$ cat config.mk
export PLATFORM = sky130hd
export DESIGN_NAME = satd_block_sequencer
export DESIGN_NICKNAME = d
export VERILOG_FILES = /design/src/rtl/satd_block_sequencer.sv
export SDC_FILE = /design/constraint.sdc
export NUM_CORES = 1
export LEC_CHECK = 0
export CORE_MARGIN = 5
export CORE_UTILIZATION = 48
export DETAILED_ROUTE_END_ITERATION = 6
export PLACE_DENSITY = 0.79
export SYNTH_ARGS = -nofsm -noshare
export SYNTH_HDL_FRONTEND = slang
export SYNTH_SLANG_ARGS = --single-unit
$ cat constraint.sdc
create_clock -name i_clk -period 4.6 [get_ports i_clk]
set_input_delay 0.69 -clock i_clk [delete_from_list [all_inputs] [get_ports i_clk]]
set_output_delay 0.69 -clock i_clk [all_outputs]
set_load 0.05 [all_outputs]
$ cat src/rtl/satd_block_sequencer.sv
// Block sequencer for one 8x8 SATD pass: start handshake, row stepping, per-stage
// enables/clears, pipeline drain and a done/valid handshake with a completed-block counter.
module satd_block_sequencer #(
   parameter int unsigned ROWS     = 8,
   parameter int unsigned COLS     = 8,
   parameter int unsigned HT_H_LAT = 1,
   parameter int unsigned SUM_LAT  = 1,
   parameter int unsigned CNT_W    = 16,
   localparam int unsigned RowW    = (ROWS > 1) ? $clog2(ROWS) : 1,
   localparam int unsigned ColW    = (COLS > 1) ? $clog2(COLS) : 1
) (
   input  logic             i_clk,
   input  logic             i_rst_n,
   input  logic             i_start_valid,
   output logic             o_start_ready,
   input  logic             i_row_valid,
   input  logic             i_abort,
   output logic [RowW-1:0]  o_row_idx,
   output logic             o_en_diff,
   output logic             o_en_ht_h,
   output logic             o_sel_ht_h,
   output logic             o_clr_ht_h,
   output logic             o_en_ht_v,
   output logic [ColW-1:0]  o_col_idx,
   output logic             o_clr_ht_v,
   output logic             o_en_sum,
   output logic             o_clr_sum,
   output logic             o_out_valid,
   input  logic             i_out_ready,
   output logic             o_busy,
   output logic [CNT_W-1:0] o_blocks_done
);

   localparam int unsigned LatMax = (HT_H_LAT > SUM_LAT) ? HT_H_LAT : SUM_LAT;
   localparam int unsigned LatW   = (LatMax > 1) ? $clog2(LatMax) : 1;

   typedef enum logic [2:0] {
      StIdle,
      StClear,
      StRow,
      StDrain,
      StVert,
      StFlush,
      StDone
   } state_e;

   state_e           r_state;
   logic [RowW-1:0]  r_row_idx;
   logic [ColW-1:0]  r_col_idx;
   logic [LatW-1:0]  r_lat_cnt;
   logic [CNT_W-1:0] r_blocks_done;
   logic             r_clr;
   logic             r_en_ht_h;
   logic             r_sel_ht_h;
   logic             r_en_ht_v;
   logic             r_en_sum;
   logic             r_out_valid;
   logic             w_en_diff;

   assign w_en_diff = (r_state == StRow) && i_row_valid;

   always_ff @(posedge i_clk or negedge i_rst_n) begin
      if (!i_rst_n) begin
         r_state       <= StIdle;
         r_row_idx     <= '0;
         r_col_idx     <= '0;
         r_lat_cnt     <= '0;
         r_blocks_done <= '0;
         r_clr         <= 1'b0;
         r_en_ht_h     <= 1'b0;
         r_sel_ht_h    <= 1'b0;
         r_en_ht_v     <= 1'b0;
         r_en_sum      <= 1'b0;
         r_out_valid   <= 1'b0;
      end else begin
         r_clr      <= 1'b0;
         r_en_ht_h  <= w_en_diff;
         r_sel_ht_h <= r_row_idx[0];
         r_en_sum   <= r_en_ht_v;
         // Abort wins over everything else, including the result handshake.
         if (i_abort && (r_state != StIdle)) begin
            r_state     <= StIdle;
            r_clr       <= 1'b1;
            r_row_idx   <= '0;
            r_col_idx   <= '0;
            r_lat_cnt   <= '0;
            r_en_ht_h   <= 1'b0;
            r_sel_ht_h  <= 1'b0;
            r_en_ht_v   <= 1'b0;
            r_en_sum    <= 1'b0;
            r_out_valid <= 1'b0;
         end else begin
            unique case (r_state)
               StIdle: begin
                  if (i_start_valid) begin
                     r_state <= StClear;
                     r_clr   <= 1'b1;
                  end
               end
               StClear: begin
                  r_row_idx <= '0;
                  r_state   <= StRow;
               end
               StRow: begin
                  if (i_row_valid) begin
                     if (r_row_idx == RowW'(ROWS - 1)) begin
                        r_row_idx <= '0;
                        r_lat_cnt <= LatW'(HT_H_LAT - 1);
                        r_state   <= StDrain;
                     end else begin
                        r_row_idx <= r_row_idx + RowW'(1);
                     end
                  end
               end
               StDrain: begin
                  if (r_lat_cnt == '0) begin
                     r_en_ht_v <= 1'b1;
                     r_col_idx <= '0;
                     r_state   <= StVert;
                  end else begin
                     r_lat_cnt <= r_lat_cnt - LatW'(1);
                  end
               end
               StVert: begin
                  if (r_col_idx == ColW'(COLS - 1)) begin
                     r_en_ht_v <= 1'b0;
                     r_col_idx <= '0;
                     r_lat_cnt <= LatW'(SUM_LAT - 1);
                     r_state   <= StFlush;
                  end else begin
                     r_col_idx <= r_col_idx + ColW'(1);
                  end
               end
               StFlush: begin
                  if (r_lat_cnt == '0) begin
                     r_out_valid <= 1'b1;
                     r_state     <= StDone;
                  end else begin
                     r_lat_cnt <= r_lat_cnt - LatW'(1);
                  end
               end
               StDone: begin
                  if (i_out_ready) begin
                     r_out_valid   <= 1'b0;
                     r_blocks_done <= r_blocks_done + CNT_W'(1);
                     r_state       <= StIdle;
                  end
               end
               default: r_state <= StIdle;
            endcase
         end
      end
   end

   // Gated by reset so no start can be taken while the block is held in reset.
   assign o_start_ready = (r_state == StIdle) && i_rst_n;
   assign o_busy        = (r_state != StIdle);
   assign o_row_idx     = r_row_idx;
   assign o_en_diff     = w_en_diff;
   assign o_en_ht_h     = r_en_ht_h;
   assign o_sel_ht_h    = r_sel_ht_h;
   assign o_clr_ht_h    = r_clr;
   assign o_en_ht_v     = r_en_ht_v;
   assign o_col_idx     = r_col_idx;
   assign o_clr_ht_v    = r_clr;
   assign o_en_sum      = r_en_sum;
   assign o_clr_sum     = r_clr;
   assign o_out_valid   = r_out_valid;
   assign o_blocks_done = r_blocks_done;

endmodule
==> impl_metrics.yaml <==
outcome:
  status: "completed"
clock_tree:
  cts_tree: "yes"
  post_cts_buffers: 0
  cts_resized: 0
  cts_buffers: 5
  cts_buffer_depth: 2
  clk_pin_slew_worst_paths_ns: 0.10
  clock_latency_ns: 0.33
  cts_hold_buf: 0
  cts_root_buf: "clkbuf_4"
  cts_max_level: 2
  clock-sinks: 31
layout:
  syn_to_final_growth_pct: 27.7
  nNetsFinal: 201
  n_antenna_cell: 0
  utilization_pct: 62.3
  drive_gt1_share_pct: 9.42
  fillCellCount: 290
die:
  ioPinCount: 39
  die_h_um: 67.8
  initial_utilization_pct: 48.8
  die_area_mm2: 0.00459
  fp-row-count: 21
  core_area_mm2: 0.00328
  die_w_um: 67.8
global_routing:
  track_usage_pct: 17.1
  grt_first_pass_wirelength_mm: 5.75
  antenna_found_initial: 0
  grt_max_degree: 32
  gr-total-overflow: 0
  grt_pass1_vias: 1278
logic_synthesis:
  syn-num-nets: 165
  synth_ff_type: "dfrtp_1"
  synth.ff_latch_count: 31
  synth_cell_types: 43
  synth_edf_count: 0
  yosysSeqAreaShare_pct: 48.4
  async_flop_share_pct: 100
  synthCells: 154
  yosys-top-cells-count: "31 x dfrtp_1, 13 x nand2_1, 11 x o21ai_0, 11 x xnor2_1"
  synth_largest_area_cell: "dfrtp_1"
  yosys_warnings: 0
  yosysMostFrequentCell: "dfrtp_1"
  syn_area_mm2: 0.00160
  synthTopCellsByArea: "dfrtp_1 48%, xnor2_1 6.0%, ha_1 3.9%, mux2_2 3.5%, o21ai_0 3.4%"
  avgSynthCellArea_um2: 10.4
  netlist.area_leader.share_pct: 48.4
timing:
  slew_violations: 0
  fmax_mhz: 308
  fin_crit_ns: 3.24
  setup_ws_ns: 1.36
  fin_setup_tns_ns: 0
  skew_ns: 0.00199
  fin_crit_sh_pct: 70.5
  slew_headroom_pct: 55.8
  worst_pin_slew_ns: 0.658
  finalSetupViolCount: 0
  rsz0062_at_grt: "no"
  timing_hold_violations_final: 0
detailed_routing:
  first_pass_iters: 4
  drc: 0
  viasPerCell: 5.32
  vias: 1262
  drtIter0Drc: 54
  antenna_left: 0
  wl_per_cell_um: 14.1
  routed_wl_mm: 3.35
power_and_ir_drop:
  pwr_density_cell_mw_per_mm2: 500
  power_w: 0.00102
  leakagePower_nw: 0.906
  vdd_ir_drop_max_mv: 0.266
run:
  drv_cap: 0
hold_path:
  hold_start: "o_blocks_done[15]"
  worst_hold_path_type: "flip-flop to flip-flop"
  hold_end: "o_blocks_done[15]"
  hold_depth: 1
worst_setup_path:
  worstReg2RegEnd: "r_state[2]"
  rrSetupSlack_ns: 2.62
  crit_chain: "nor3_1 -> and2_1 -> clkdlybuf4s50_1"
  cp_slowest_stage_delay_ns: 0.80
  crit_required_ns: 3.91
  cp_max_fo: 20
  slowest_stage: "clkdlybuf4s50_1"
  rr_worst_depth: 6
  timing.rr.start: "o_row_idx[0]"
  critPathCaptureType: "primary output"
  worstSetupPathType: "flip-flop to primary output"
  worst-endpoint-arrival_ns: 2.55
  critPathLaunchType: "flip-flop"
placed_design:
  place.gp.congestion: 0.866
  dp_slack_ns: 1.57
  dpl.hpwl_mm: 2.49
  io_buffers: 38
## worst max-delay path by stage
stage,startpoint,slack (ns),cells after the start,to
global placement,i_row_valid,1.60,3,o_en_diff
finish,r_state[1],1.36,3,o_start_ready
floorplan,r_state[2],1.66,3,o_en_diff
CTS,r_state[1],1.33,3,o_start_ready
detailed placement,i_row_valid,1.57,3,o_en_diff
global route,r_state[1],1.19,3,o_start_ready
## cell usage in the layout, fill, tap and decap left out, types with 2 or more instances in the layout
cell and n:
nor2b_1 2, nand2_1 13, clkbuf_4 5, nor3_1 5, nand4_1 5, ha_1 5, or3b_1 2, a21oi_1 4
xnor2_1 11, o22ai_1 2, clkinv_2 3, xor2_1 4, nand3_1 5, nor2_1 4, a21o_1 2, dfrtp_1 31
inv_1 6, clkdlybuf4s50_1 38, mux2_2 5, o21ai_0 11, and2_1 6
## layer usage
layer	up-vias	GRT usage (%)	share of wire [%]
met4	0	8.19	2.5
li1	616	-	-
met3	10	5.66	7.0
met5	-	0	0
met2	44	27.9	47
met1	592	20.0	44
## cell families (layout without fill, tap and decap cells)
| group | after synthesis | after routing | synth area share [%] |
|---|---|---|---|
| AOI/OAI and AO/OA | 26 | 26 | 10.1 |
| buffers and inverters | 16 | 53 | 4.76 |
| adders and majority gates | 5 | 5 | 3.90 |
| xor gates and xnor gates | 15 | 15 | 8.20 |
| muxes | 5 | 5 | 3.51 |
| and+or+nand+nor | 56 | 56 | 21.1 |
| DFF | 31 | 31 | 48.4 |
## metrics by stage
step | hold slack (ns) | instances | area (um2)
after CTS | 0.480 | 237 | 2050
final | 0.476 | 237 | 2050
after floorplan | 0.394 | 154 | 1600
after global placement | 0.462 | 229 | 1990
after global routing | 0.499 | 237 | 2050
after detailed placement | 0.467 | 229 | 1990
## cell type report
| class | count | area, um2 | area share [%] |
|---|---|---|---|
| clock buffers | 5 | 37.5 | 1.83 |
| clock inverters | 3 | 15.0 | 0.733 |
| inverters | 6 | 22.5 | 1.10 |
| multi-input cells | 107 | 751 | 36.7 |
| flip-flops and latches | 31 | 776 | 37.9 |
| well taps | 46 | 57.6 | 2.81 |
| repair buffers | 39 | 388 | 18.9 |
## worst max-delay path: cells and delay by family (launching register included)
| family | cells | cell delay [ns] |
|---|---|---|
| and+or+nand+nor | 2 | 0.85 |
| buffers and inverters | 1 | 0.80 |
| DFF | 1 | 0.57 |
## sequential cells by signal, indices dropped and copies added (netlist names)
name,flops
o_en_ht_h,1
o_blocks_done,16
o_en_sum,1
o_en_ht_v,1
o_clr_ht_h,1
o_col_idx,3
o_sel_ht_h,1
o_out_valid,1
r_state,3
o_row_idx,3
## where the power goes
part | internal, W | switching, W | leakage, nW
clock | 0.0000567 | 0.0000946 | 0.0347
combinational | 0.000177 | 0.000304 | 0.449
sequential | 0.000316 | 0.0000752 | 0.422
No activity file was read; power rests on OpenSTA's default activity.
==> RTL edit 1, RTL diff (same settings) <==
Set the parameter `HT_H_LAT` to 2 (it was 1).
--- a/src/rtl/satd_block_sequencer.sv
+++ b/src/rtl/satd_block_sequencer.sv
@@ -4,5 +4,5 @@
    parameter int unsigned ROWS     = 8,
    parameter int unsigned COLS     = 8,
-   parameter int unsigned HT_H_LAT = 1,
+   parameter int unsigned HT_H_LAT = 2,
    parameter int unsigned SUM_LAT  = 1,
    parameter int unsigned CNT_W    = 16,
Formal check against the unedited RTL: same outputs for any inputs over 10 cycles, from zero or initial values and one cycle with i_rst_n low; that may be too few to reach the edited logic, so the function may still have changed.
==> RTL edit 1 against the unedited design <==
Maximum frequency grew 7.8%. Setup slack better by 0.23 ns. Core utilization rose by 0.85 points. Sequential cell count up 1. Die area is 4.1% higher. Register-to-register slack improved by 0.04 ns. Combinational power up 8.5%. Critical path depth is the same. Routed wire length up 12%. Design area increased by 3.8%. Power up 5.5%. Synthesized area is 4.8% higher.
==> RTL edit 1: results (changes against the unedited design) <==
| Metric | Value |
|---|---|
| Maximum fanout along the worst path | 16 (-20%) |
| Total CTS buffers | 5 (unchanged) |
| CTS resizes | 0 (unchanged) |
| Clock Skews | 0.00676 ns (+0.00477 ns) |
| CP max stage delay | 0.81 ns |
| Longest Clk Path Bufs | 2 (unchanged) |
| Async SR Flop Fraction | 1.00 (unchanged) |
| GP Congestion | 0.907 (+4.7%) |
| Crit path depth | 3 (unchanged) |
| Worst slew pin tran | 0.638 ns (-0.0201 ns) |
| RR Endpoint | o_blocks_done[1] |
| Hold Path Class | flop to flop |
| Tmin final | 3.01 ns (-0.235 ns) |
| Sequential area share after synthesis | 0.477 (-0.00710) |
| Max H-tree Level | 2 (unchanged) |
| Commonest cells in the netlist | dfrtp_1, nand2_1, xnor2_1, inv_1, nor2_1 |
| YS warnings | 0 (unchanged) |
| Leak | 0.973 nW (+7.4%) |
| # fillers | 303 (+4.5%) |
| R2r setup slk | 2.66 ns (+0.04 ns) |
| Clock Latency Late Sink | 0.33 ns (about the same) |
| CP startpoint | r_state[2] |
| Total track usage | 0.165 (-0.00512) |
| Worst Setup EP | o_en_diff |
| First DRT Iteration DRCs | 79 (+46%) |
| Final WL | 3.75 mm (+12%) |
| Fin nets | 212 (+5.5%) |
| Worst Path Arrival | 2.32 ns (-0.23 ns) |
| Share of cells above drive strength 1 | 0.0796 (-0.0146) |
| Worst IR Drop VDD | 0.250 mV (-6.2%) |
| Syn Nets | 175 (+6.1%) |
| Port Buffers | 38 (unchanged) |
| Initial antenna violation count | 0 (unchanged) |
| Root Driver | clkbuf_4 |
| Ant diodes | 0 (unchanged) |
| Largest net degree at the start of global routing | 33 (+3.1%) |
| Detailed-router iteration count before antenna repair | 4 (unchanged) |
| Final HPWL DP | 2.83 mm (+14%) |
| Largest cells by area after synthesis | dfrtp_1, xnor2_1, ha_1, nand2_1, xor2_1 |
| CTS clk-pin slew, worst paths | 0.09 ns |
| Cell family with most CP delay | buffers and inverters |
| Vias in the first global route | 1363 (+6.7%) |
| Reg2Reg Depth | 3 (-3) |
| First-pass GRT wire length | 6.46 mm (+12%) |
| Status | finished, final reports clean |
| Place WS | 1.74 ns (+0.164 ns) |
| Post-CTS Setup Repair Bufs | 0 (unchanged) |
| Flip-flop count of the largest register after layout | 16 (unchanged) |
| Yosys cell types | 42 (-2.3%) |
| Critical-path top delay cell | clkdlybuf4s50_1 |
| DR vias | 1374 (+8.9%) |
| Reg2reg start | r_state[1] |
| WHS Path Cells | 1 (unchanged) |
-- RTL edit 1: cell count changes after synthesis, sizes merged, moves of 2 or more --
| cell | before | now |
|---|---|---|
| nor3 | 6 | 8 |
| nand2b | 1 | 3 |
| o21ai | 11 | 2 |
| inv | 6 | 9 |
| o2bb2ai | 0 | 2 |
| buf | 8 | 6 |
| and2 | 6 | 4 |
| nor2 | 4 | 8 |
| or3b | 2 | 0 |
| mux2 | 5 | 2 |
| nor4 | 1 | 3 |
| nand2 | 13 | 15 |
| xor2 | 4 | 6 |
| a31oi | 0 | 3 |
-- RTL edit 1: stage by stage --
stage | cells | total power, mW | hold slack (ns) | cell area [µm²]
after CTS | 247 | 1.09 | 0.484 | 2120
after floorplan | 164 | 0.783 | 0.394 | 1680
after global placement | 240 | 0.924 | 0.462 | 2080
after detailed placement | 240 | 0.940 | 0.470 | 2080
final | 247 | 1.08 | 0.480 | 2120
after global routing | 247 | 1.15 | 0.503 | 2120
-- RTL edit 1: how the worst min path moves through the flow --
| stage | endpoint | start |
|---|---|---|
| 2_1_floorplan | o_blocks_done[0] | i_rst_n |
| 3_3_place_gp | o_blocks_done[15] | o_blocks_done[15] |
| 3_5_place_dp | o_blocks_done[15] | o_blocks_done[15] |
| 4_1_cts | o_blocks_done[15] | o_blocks_done[15] |
| 5_1_grt | o_blocks_done[15] | o_blocks_done[15] |
| 6_report | o_blocks_done[15] | o_blocks_done[15] |
-- RTL edit 1: logic make-up after synthesis --
family	after synthesis	share of synthesized area
adder cells (fa/ha/maj)	5	0.0373
AND/OR/NAND/NOR	62	0.213
multiplexers	2	0.0134
AO/OA/AOI/OAI	29	0.128
buffers and inverters	18	0.0477
flip-flops	32	0.477
XOR/XNOR	16	0.0835
-- RTL edit 1: final cells by class --
| cell class | count | area share |
|---|---|---|
| Sequential cell | 32 | 0.377 |
| Multi-Input combinational cell | 114 | 0.376 |
| Timing Repair Buffer | 39 | 0.183 |
| Tap cell | 46 | 0.0271 |
| Clock buffer | 6 | 0.0194 |
| Inverter | 9 | 0.0159 |
| Clock inverter | 1 | 0.00236 |
-- RTL edit 1: power by group --
group | leakage (nW) | total (mW) | switching [mW] | internal [mW]
clock | 0.0281 | 0.145 | 0.0893 | 0.0562
sequential | 0.420 | 0.413 | 0.0880 | 0.325
combinational | 0.525 | 0.522 | 0.334 | 0.187
total | 0.973 | 1.08 | 0.512 | 0.568
-- RTL edit 1: per-layer routing --
| metal | up-vias | wire (µm) | global-route usage |
|---|---|---|---|
| li1 | 655 | - | - |
| met1 | 677 | 1590 | 0.195 |
| met2 | 37 | 1900 | 0.283 |
| met3 | 5 | 220 | 0.0581 |
| met4 | 0 | 43 | 0.0477 |
| met5 | - | 0 | 0 |
==> RTL edit 2, RTL diff (same flow settings) <==
Without the edit above. Encoding of `state_e`: now Gray code (3 bits for 7 states).
--- a/src/rtl/satd_block_sequencer.sv
+++ b/src/rtl/satd_block_sequencer.sv
@@ -36,11 +36,11 @@
 
    typedef enum logic [2:0] {
-      StIdle,
-      StClear,
-      StRow,
-      StDrain,
-      StVert,
-      StFlush,
-      StDone
+      StIdle  = 3'b000,
+      StClear = 3'b001,
+      StRow   = 3'b011,
+      StDrain = 3'b010,
+      StVert  = 3'b110,
+      StFlush = 3'b111,
+      StDone  = 3'b101
    } state_e;
 
Check against the original RTL: no difference found for any inputs over 10 cycles, from zero or initial values and one cycle with i_rst_n low; not proved beyond that.
==> RTL edit 2 against the unedited design <==
Power decreased by 9.9%. Design area decreased by 2.8%. Combinational power decreased by 18%. Core utilization increased by 2.9 points. Routed wire length decreased by 7.0%. Sequential cell count unchanged. Synthesized area decreased by 4.5%. Count of clock-buffer cells in the layout increased by 1. Setup slack improved by 0.056 ns. First-iteration DRC count decreased by 1.9%. Critical path type is now input pin to output port. Critical endpoint unchanged. Highest routed layer unchanged.
==> RTL edit 2: results (changes against the unedited design) <==
| Metric | Value |
|---|---|
| CTS clk-pin slew, worst paths | ~0.090 ns |
| Commonest cells in the netlist | dfrtp_1, nand2_1, nor2_1, xor2_1 |
| Final WL | 3.12 mm (-7.0%) |
| # fillers | 256 (-12%) |
| Sequential area share after synthesis | 0.507 (+0.0230) |
| DR vias | 1212 (-4.0%) |
| R2r setup slk | 2.79 ns (+0.17 ns) |
| CP max stage delay | 0.80 ns (about the same) |
| Port Buffers | 38 (unchanged) |
| Share of cells above drive strength 1 | 0.0798 (-0.0145) |
| GP Congestion | 0.780 (-9.9%) |
| YS warnings | 0 (unchanged) |
| Syn Nets | 159 (-3.6%) |
| Largest cells by area after synthesis | dfrtp_1, xor2_1, nand2_1, ha_1, xnor2_1 |
| First-pass GRT wire length | 5.41 mm (-5.9%) |
| Clock Skews | 0.0112 ns (+0.00919 ns) |
| Initial antenna violation count | 0 (unchanged) |
| Worst Path Arrival | 2.50 ns (-0.05 ns) |
| Largest net degree at the start of global routing | 33 (+3.1%) |
| PnR worst setup slack | 1.41 ns (+0.0556 ns) |
| Placed Area | 1930 µm² (-3.0%) |
| Leak | 0.898 nW (-0.86%) |
| Max H-tree Level | 2 (unchanged) |
| Worst slew pin tran | 0.516 ns (-0.142 ns) |
| Hold_ws | 0.473 ns (-0.00293 ns) |
| Detailed-router iteration count before antenna repair | 4 (unchanged) |
| Flip-flop count of the largest register after layout | 16 (unchanged) |
| Place WS | 1.39 ns (-0.187 ns) |
| DR vias/cell | 5.22 (-1.9%) |
| Synthesized area per cell | 10.3 µm² (-0.66%) |
| Hold Path Class | flop to flop |
| Worst IR Drop VDD | 0.291 mV (+9.4%) |
| Setup violations, final | 0 (unchanged) |
| Longest Clk Path Bufs | 2 (unchanged) |
| Cell family with most CP delay | buffers and inverters |
| Yosys cell types | 35 (-19%) |
| Fin nets | 199 (-1.0%) |
| First DRT Iteration DRCs | 53 (-1.9%) |
| Critical-path top delay cell | clkdlybuf4s50_1 |
| Root Driver | clkbuf_4 |
| CTS resizes | 0 (unchanged) |
| Async SR Flop Fraction | 1.00 (unchanged) |
| Maximum fanout along the worst path | 32 (+60%) |
| Total track usage | 0.162 (-0.00843) |
| Final HPWL DP | 2.35 mm (-5.7%) |
| Status | finished, final reports clean |
| Inst Count DP | 225 (-1.7%) |
| Clock Latency Late Sink | 0.32 ns |
==> RTL edit 2: cell count changes after synthesis, sizes merged, moves of 3 or more <==
cell,delta
o21a,+3
o21ai,-5
mux2,-4
nand4,-3
buf,-4
nand2,+5
xor2,+4
xnor2,-4
nor2,+7
==> RTL edit 2: metal layers <==
layer	up-vias	share of wire	track usage
li1	591	-	-
met1	580	0.44	0.191
met2	39	0.50	0.265
met3	2	0.058	0.0573
met4	0	0.0080	0.0711
met5	-	0	0
==> RTL edit 2: where the power goes <==
group	total, mW	switching, mW	internal (mW)
Combinational	0.395	0.264	0.132
Clock	0.157	0.0861	0.0707
Sequential	0.370	0.0624	0.307
Total	0.922	0.412	0.510
==> RTL edit 2: cell type report <==
class	count	area, µm²	area share
clock buffer	6	51.3	0.0258
clock inverter	1	5.00	0.00251
inverter	6	22.5	0.0113
multi-input combinational	105	693	0.348
sequential	31	776	0.390
tap	44	55.1	0.0277
timing repair buffer	39	388	0.195
==> RTL edit 2: cells by family after synthesis <==
family | after synthesis | synth area share
AND/OR/NAND/NOR | 64 | 0.237
flip-flops | 31 | 0.507
AO/OA/AOI/OAI | 20 | 0.0818
XOR/XNOR | 15 | 0.0859
buffers and inverters | 12 | 0.0401
adder cells (fa/ha/maj) | 5 | 0.0409
multiplexers | 1 | 0.00736
==> RTL edit 2: final timing paths <==
kind | startpoint | to | depth (start not counted)
worst max register to register | r_state[0] | o_blocks_done[15] | 4
max in group asynchronous | i_rst_n | o_blocks_done[2] | 2
min in group asynchronous | i_rst_n | o_blocks_done[10] | 2
worst max-delay path | i_rst_n | o_start_ready | 4
worst min-delay path | o_blocks_done[15] | o_blocks_done[15] | 1
worst min register to register | o_blocks_done[15] | o_blocks_done[15] | 1
